File: src/rtl/pipe_stage_chain.sv
// Chain of STAGES valid/ready slices (pass or two-entry skid); a beat into an empty chain reaches out_valid STAGES cycles later.
// Stalls hold out_data stable; in skid mode in_ready comes from a flop, so there is no combinational ready path through the chain.
module pipe_stage_chain #(
  parameter int WIDTH  = 32,
  parameter int STAGES = 2,
  parameter int SKID   = 0,
  parameter int CNT_W  = $clog2(STAGES*(SKID+1)+1)
) (
  input  logic             clk,
  input  logic             rst_n,
  input  logic             flush,
  input  logic [WIDTH-1:0] in_data,
  input  logic             in_valid,
  output logic             in_ready,
  output logic [WIDTH-1:0] out_data,
  output logic             out_valid,
  input  logic             out_ready,
  output logic [CNT_W-1:0] occupancy
);

  localparam int MAX_OCC = STAGES*(SKID+1);

  logic acc_in;
  logic acc_out;

  for (genvar i = 0; i < STAGES; i++) begin : g_slice
    logic             vi, ri, vo, ro;
    logic [WIDTH-1:0] di, dq;

    if (i == 0) begin : g_first
      assign vi = in_valid;
      assign di = in_data;
    end else begin : g_mid
      assign vi = g_slice[i-1].vo;
      assign di = g_slice[i-1].dq;
    end

    if (i == STAGES-1) begin : g_last
      assign ri = out_ready;
    end else begin : g_inner
      assign ri = g_slice[i+1].ro;
    end

    // Flush has priority inside every slice, so the raw handshakes need no gating here.
    if (SKID == 0) begin : g_pass
      logic             v;
      logic [WIDTH-1:0] d;

      assign ro = !v || ri;
      assign vo = v;
      assign dq = d;

      always_ff @(posedge clk or negedge rst_n) begin
        if (!rst_n) begin
          v <= 1'b0;
          d <= '0;
        end else if (flush) begin
          v <= 1'b0;
        end else if (vi && ro) begin
          v <= 1'b1;
          d <= di;
        end else if (ri && v) begin
          v <= 1'b0;
        end
      end
    end else begin : g_skid
      logic             m_v, s_v;
      logic [WIDTH-1:0] m_d, s_d;
      logic             acc, drain;

      assign ro    = !s_v;
      assign vo    = m_v;
      assign dq    = m_d;
      assign acc   = vi && !s_v;
      assign drain = m_v && ri;

      always_ff @(posedge clk or negedge rst_n) begin
        if (!rst_n) begin
          m_v <= 1'b0;
          s_v <= 1'b0;
          m_d <= '0;
          s_d <= '0;
        end else if (flush) begin
          m_v <= 1'b0;
          s_v <= 1'b0;
        end else if (drain) begin
          // acc cannot coincide with s_v, so the skid entry never needs refilling here
          if (s_v) begin
            m_d <= s_d;
            s_v <= 1'b0;
          end else if (acc) begin
            m_d <= di;
          end else begin
            m_v <= 1'b0;
          end
        end else if (acc) begin
          if (!m_v) begin
            m_v <= 1'b1;
            m_d <= di;
          end else begin
            s_v <= 1'b1;
            s_d <= di;
          end
        end
      end
    end
  end

  assign in_ready  = g_slice[0].ro && !flush;
  assign out_valid = g_slice[STAGES-1].vo && !flush;
  assign out_data  = g_slice[STAGES-1].dq;
  assign acc_in    = in_valid && in_ready;
  assign acc_out   = out_valid && out_ready;

  always_ff @(posedge clk or negedge rst_n) begin
    if (!rst_n) begin
      occupancy <= '0;
    end else if (flush) begin
      occupancy <= '0;
    end else if (acc_in && !acc_out) begin
      occupancy <= occupancy + CNT_W'(1);
    end else if (!acc_in && acc_out) begin
      occupancy <= occupancy - CNT_W'(1);
    end
  end

`ifdef ASSERTIONS
  a_stall_hold: assert property (@(posedge clk) disable iff (!rst_n)
    out_valid && !out_ready |=> flush || (out_valid && $stable(out_data)));
  a_occ_max: assert property (@(posedge clk) disable iff (!rst_n)
    occupancy <= CNT_W'(MAX_OCC));
  if (SKID != 0) begin : g_skid_chk
    a_rdy_flop: assert property (@(posedge clk) disable iff (!rst_n)
      in_ready == (!g_slice[0].g_skid.s_v && !flush));
  end
`endif

endmodule

File: config.mk
export PLATFORM = sky130hd
export DESIGN_NAME = pipe_stage_chain
export DESIGN_NICKNAME = d
export VERILOG_FILES = /design/src/rtl/pipe_stage_chain.sv
export SDC_FILE = /design/constraint.sdc
export NUM_CORES = 1
export LEC_CHECK = 0
export BUFFER_PORTS_ARGS = -buffer_cell sky130_fd_sc_hd__buf_2
export CAP_MARGIN = 10
export CORE_ASPECT_RATIO = 0.6
export CORE_UTILIZATION = 45
export DETAILED_ROUTE_END_ITERATION = 12
export HOLD_SLACK_MARGIN = 0.15
export PLACE_DENSITY = 0.73
export SKIP_LAST_GASP = 1
export SYNTH_ARGS = -nofsm -noshare
export SYNTH_HDL_FRONTEND = slang
export SYNTH_SLANG_ARGS = --single-unit
File: constraint.sdc
create_clock -name clk -period 1.6 [get_ports clk]
set_clock_uncertainty 0.15 [all_clocks]
set_input_delay 0.24 -clock clk [delete_from_list [all_inputs] [get_ports clk]]
set_output_delay 0.24 -clock clk [all_outputs]
set_load 0.02 [all_outputs]
== After elaboration in Yosys (flattened, before gate mapping) ==
Index checks and enable logic that the tools add are counted.

* Register bits: 68
* Input port bits: 37
* Output and inout port bits: 36
* Word-level logic and storage cells: 38

* $add $sub $neg: 2
* Mux-type cells: 9
* Bitwise gates (word level): 1
* Reduce and logical (&&, ||, !) cells: 21

{| class="wikitable"
|+ Operators with widths
! cell !! count
|-
| $logic_and 1x1->1 || 9
|-
| $reduce_bool 3->1 || 3
|-
| $mux 1 || 6
|-
| $mux 2 || 3
|-
| $logic_not 1->1 || 5
|-
| $reduce_and 2->1 || 2
|-
| $add 2x1->2 const B || 1
|-
| $logic_or 1x1->1 || 2
|-
| $sub 2x1->2 const B || 1
|-
| $not 1->1 || 1
|}

== Depth between registers and ports, before layout ==
* Word-level depth: 10
* Gate-level depth with buffers: 4
* Mapped depth without buffers: 3

== Worst setup path after synthesis ==
Ideal clock, no wire load.

* Path kind: reg2reg
* Start point: register g_slice[1].g_pass.v
* End point: register g_slice[1].g_pass.d[0], in the netlist out_data[0]
* Setup time: 125 ps
* Arrival: 1,324 ps
* Required time: 1,325 ps
* Path slack: 2 ps
* Cell stages (with the launch flop): 5
* Path buffers: 1
* Period minus slack after synthesis: 1,598 ps
* Cells stage by stage: dfrtp_1 -> nor2b_4 -> nor3b_4 -> buf_6 -> mux2_2

* Longest elaborated chain between the ends: 4

{| class="wikitable"
|+ RTL lines
! element !! RTL line !! RTL
|-
| start: declaration || 46 || <nowiki>logic v;</nowiki>
|-
| start signal: assignment || 55 || <nowiki>v <= 1'b0;</nowiki>
|-
| start signal: assignment || 58 || <nowiki>v <= 1'b0;</nowiki>
|-
| start signal: assignment || 60 || <nowiki>v <= 1'b1;</nowiki>
|-
| $logic_not 1->1 || 49 || <nowiki>assign ro = !v || ri;</nowiki>
|-
| $logic_or 1x1->1 || 49 ||
|-
| $logic_and 1x1->1 || 59 || <nowiki>end else if (vi && ro) begin</nowiki>
|-
| $reduce_and 2->1 (no source line) || -- ||
|-
| end signal: assignment || 61 || <nowiki>d <= di;</nowiki>
|-
| end: declaration || 47 || <nowiki>logic [WIDTH-1:0] d;</nowiki>
|}

No other way between the ends.
A chain may end at the register's enable or synchronous reset.

== Worst setup path in the final report ==
* Start point: register g_slice[1].g_pass.v
* End point: output in_ready

* Longest elaborated chain between the ends: 4

{| class="wikitable"
|+ RTL lines
! element !! RTL line !! RTL
|-
| $logic_not 1->1 || 49 ||
|-
| $logic_or 1x1->1 (2 in a row) || 49 ||
|-
| $logic_and 1x1->1 || 109 || <nowiki>assign in_ready = g_slice[0].ro && !flush;</nowiki>
|-
| end: declaration || 14 || <nowiki>output logic in_ready,</nowiki>
|}

No other way between the ends.

==> impl_summary.txt <==
----------------------------------------------------
[GRT]
  Antenna violations before repair ... 0
  Pin count of the biggest net entering global routing ... 69
  Met1 Resource Use GR ... 23.9%
  First-pass GRT wire length ... 8100 um
  Met3 global-route usage ... 8.74%
  Overall global routing resource usage ... 18.2%
  Most utilized layer in the global route result ... met2
  Met2 demand-to-capacity share in global routing ... 27.6%
  Number of global-route vias before repair ... 1,662
  Grt total ovfl ... 0

[Pwr]
  Pleak ... 2.08 nW
  Post-layout power ... 5.25 mW
  Worst VDD drop ... 0.934 mV
  PwrDens ... 1250 nW/um^2

[Timing]
  Headroom to the max-slew limit ... 76.3%
  Setup violations, final ... 54
  Final period utilization ... 105%
  Tmin final ... 1.67 ns
  Final Max Slew Viols ... 0
  Final worst-path setup slack ... -0.0733 ns
  Number of endpoints with negative hold slack in the final report ... 0
  Unrepaired setup endpoints after global routing ... true
  Actual transition at the worst max-transition pin ... 0.355 ns
  Fmax achieved ... 598 MHz

[Setup path]
  Classification of the worst setup path ... reg -> out
  R2R Path Start ... g_slice[1].g_pass.v
  Crit Reg-Reg Endpoint ... out_data[12]
  CP startpoint kind ... flip-flop
  Data arrival, critical path ... 1.28 ns
  Depth of the most critical reg-to-reg path ... 5
  Worst endpoint required time ... 1.21 ns
  CP endpoint kind ... output port
  Worst setup slack for register-to-register paths ... -0.05 ns
  Critical path fanouts, max ... 6

[Synthesis]
  Multiplexer area fraction after synthesis ... 27.4%
  Simple logic cell fraction of the synthesized area ... 4.78%
  Dominant cells by area after synthesis ... sky130_fd_sc_hd__dfrtp_1 (64%), sky130_fd_sc_hd__mux2_2 (27%), sky130_fd_sc_hd__buf_6 (2.5%)
  Dominant combinational cell family by area after synthesis ... multiplexers
  Number of enable-type register cells in the synthesized netlist ... 0
  Total of flip-flops plus latches after synthesis ... 68
  Most instantiated cells after synthesis ... sky130_fd_sc_hd__dfrtp_1 (68), sky130_fd_sc_hd__mux2_2 (63), sky130_fd_sc_hd__buf_6 (6), sky130_fd_sc_hd__nor2_1 (6)
  Most frequent cell after synthesis ... sky130_fd_sc_hd__dfrtp_1
  Synthesis warning total ... 0
  FFs w/ async S/R, synth ... 100%
  Cell type contributing the most total cell area after synthesis ... sky130_fd_sc_hd__dfrtp_1
  Portion of synthesized cell area occupied by the leading cell type ... 63.8%
  Post-Synth Adder-Cell Area ... 0%
  Synthesized-area fraction occupied by xor and xnor cells ... 0%
  Number of nets in the synthesized netlist ... 200
  Dominant synthesized flop cell ... sky130_fd_sc_hd__dfrtp_1
  Post-Synthesis Cells ... 163
  Post-synthesis compound-gate area fraction ... 1.31%
  Synthesized area per cell ... 16.4 um^2
  Number of distinct standard cells referenced by the synthesized netlist ... 19
  Cell Area, Synth ... 2670 um^2
  Sequential-to-total area share from yosys stat ... 63.8%

[Run]
  Maximum capacitance violations ... 0

[Clock network]
  TritonCTS buffer count ... 9
  CTS clock-pin slew for the worst setup and hold paths ... 0.07 ns
  Clock latency at the later pin of the worst-skew pair ... 0.34 ns
  Root Buffer ... sky130_fd_sc_hd__clkbuf_8
  CTS tree ... done
  CTS H-Tree Depth ... 3
  Clock sink total ... 68
  Max clock buf depth ... 2

[Die]
  Overall die width ... 101 um
  Boundary pin count ... 73
  Total Die Area ... 6250 um^2
  Height of the chip ... 61.7 um
  Starting Density ... 47.2%
  Row Count ... 21
  Core area ... 5650 um^2

[Routing]
  Count of antenna-violating nets left after detailed routing ... 0
  Routed wire per std cell ... 17.1 um
  First-pass DRT Iterations ... 4
  DRC marker count from the first detailed-route iteration ... 35
  Total wirelength of the detailed-routed design ... 6440 um
  Vias ... 1,786
  Residual DRC ... 0
  Via/cell ratio ... 4.74

[Layout]
  ANT cells ... 0
  Filler Cell Count ... 370
  Area occupied by multi-input gates ... 1140 um^2
  Ratio of cells with drive above 1 in the final layout ... 57.9%
  Area used by sequential logic in the layout ... 1700 um^2
  Number of nets in the finished design ... 329
  Area growth, synth to finish ... 56.9%
  Share of the core filled with cells ... 74.1%

[Worst hold path]
  Worst Hold End ... occupancy[1]
  Worst hold start ... in_valid
  Worst hold path type ... in -> reg
  Cell depth of the worst min-delay path ... 4

[Placement]
  Worst slack, placed ... -0.0234 ns
  DP HPWL ... 3210 um
  Input/output buffers ... 72
  Global placement routability congestion ... 0.727

[Status]
  Failing checks ... setup timing
  Result of the run ... finished, violations left

----------------------------------------------------
kinds of logic after synthesis:
| family | count (synthesis) |
|---|---|
| multiplexers | 65 |
| AND/OR/NAND/NOR | 18 |
| flip-flops | 68 |
| AO/OA/AOI/OAI | 5 |
| buffers and inverters | 7 |
metrics by stage:
| stage | setup TNS [ns] | cell area (um^2) | hold slack [ns] | instances |
|---|---|---|---|---|
| after floorplan | 0 | 2670 | -0.206 | 163 |
| after global placement | 0 | 3170 | 0.137 | 316 |
| after detailed placement | -0.197 | 3170 | 0.137 | 316 |
| after CTS | -0.540 | 3740 | 0.251 | 368 |
| after global routing | -4.88 | 4190 | 0.258 | 377 |
| final | -1.76 | 4190 | 0.250 | 377 |
critical path, stage by stage, from the launching register on:
cell and delay, ns:
sky130_fd_sc_hd__dfrtp_1 0.40, sky130_fd_sc_hd__buf_6 0.13, sky130_fd_sc_hd__and3b_1 0.18, sky130_fd_sc_hd__nor2_1 0.08, sky130_fd_sc_hd__buf_4 0.14
final cells by class:
type | instances | share of cell area, %
Sequential cell | 68 | 40.6
Multi-Input combinational cell | 88 | 27.2
Clock buffer | 11 | 3.38
Tap cell | 80 | 2.39
Clock inverter | 5 | 1.46
Timing Repair Buffer | 125 | 24.9
flip-flops by register name, summed over array words and instances, names as in the netlist:
register          cells
g_slice.g_pass.v      2
out_data             32
occupancy             2
g_slice.dq           32
cell usage in the layout, fill, tap and decap left out, drive strengths merged:
cell / instances
buf: 83
dfrtp: 68
mux2: 65
dlygate4sd3: 36
clkbuf: 17
nor2: 6
nor2b: 4
and3b: 3
clkinvlp: 3
nor3b: 2
nand3b: 1
a21boi: 1
a211oi: 1
o211ai: 1
nand2: 1
nand2b: 1
o21ai: 1
a22oi: 1
clkinv: 1
bufinv: 1
what timing repair did:
action	in CTS	in global routing
pin swaps	0	2
hold buffers	36	0
endpoints found under the setup margin	15	65
buffers inserted	0	2
gates resized for setup	3	68
gates cloned	0	7
endpoints found under the hold margin	103	0
routing by layer:
layer | up-vias | routed length, um
met2 | 56 | 2810
met1 | 892 | 3240
li1 | 831 | -
met4 | 0 | 42
met3 | 7 | 340
met5 | - | 0
where the power goes:
part | internal (mW) | total [mW] | switching [mW]
logic | 0.835 | 1.51 | 0.672
registers | 2.09 | 2.32 | 0.230
clock network | 0.764 | 1.42 | 0.654
how the worst max path moves through the flow:
| stage | from | end | cells past startpoint |
|---|---|---|---|
| global route | g_slice[1].g_pass.v | in_ready | 4 |
| global placement | g_slice[1].g_pass.v | out_data[19] | 4 |
| finish | g_slice[1].g_pass.v | in_ready | 4 |
| floorplan | g_slice[1].g_pass.v | out_data[0] | 4 |
| CTS | g_slice[1].g_pass.v | in_ready | 4 |
| detailed placement | g_slice[1].g_pass.v | out_data[22] | 4 |
Note: power is estimated with default switching activity, not from simulation.
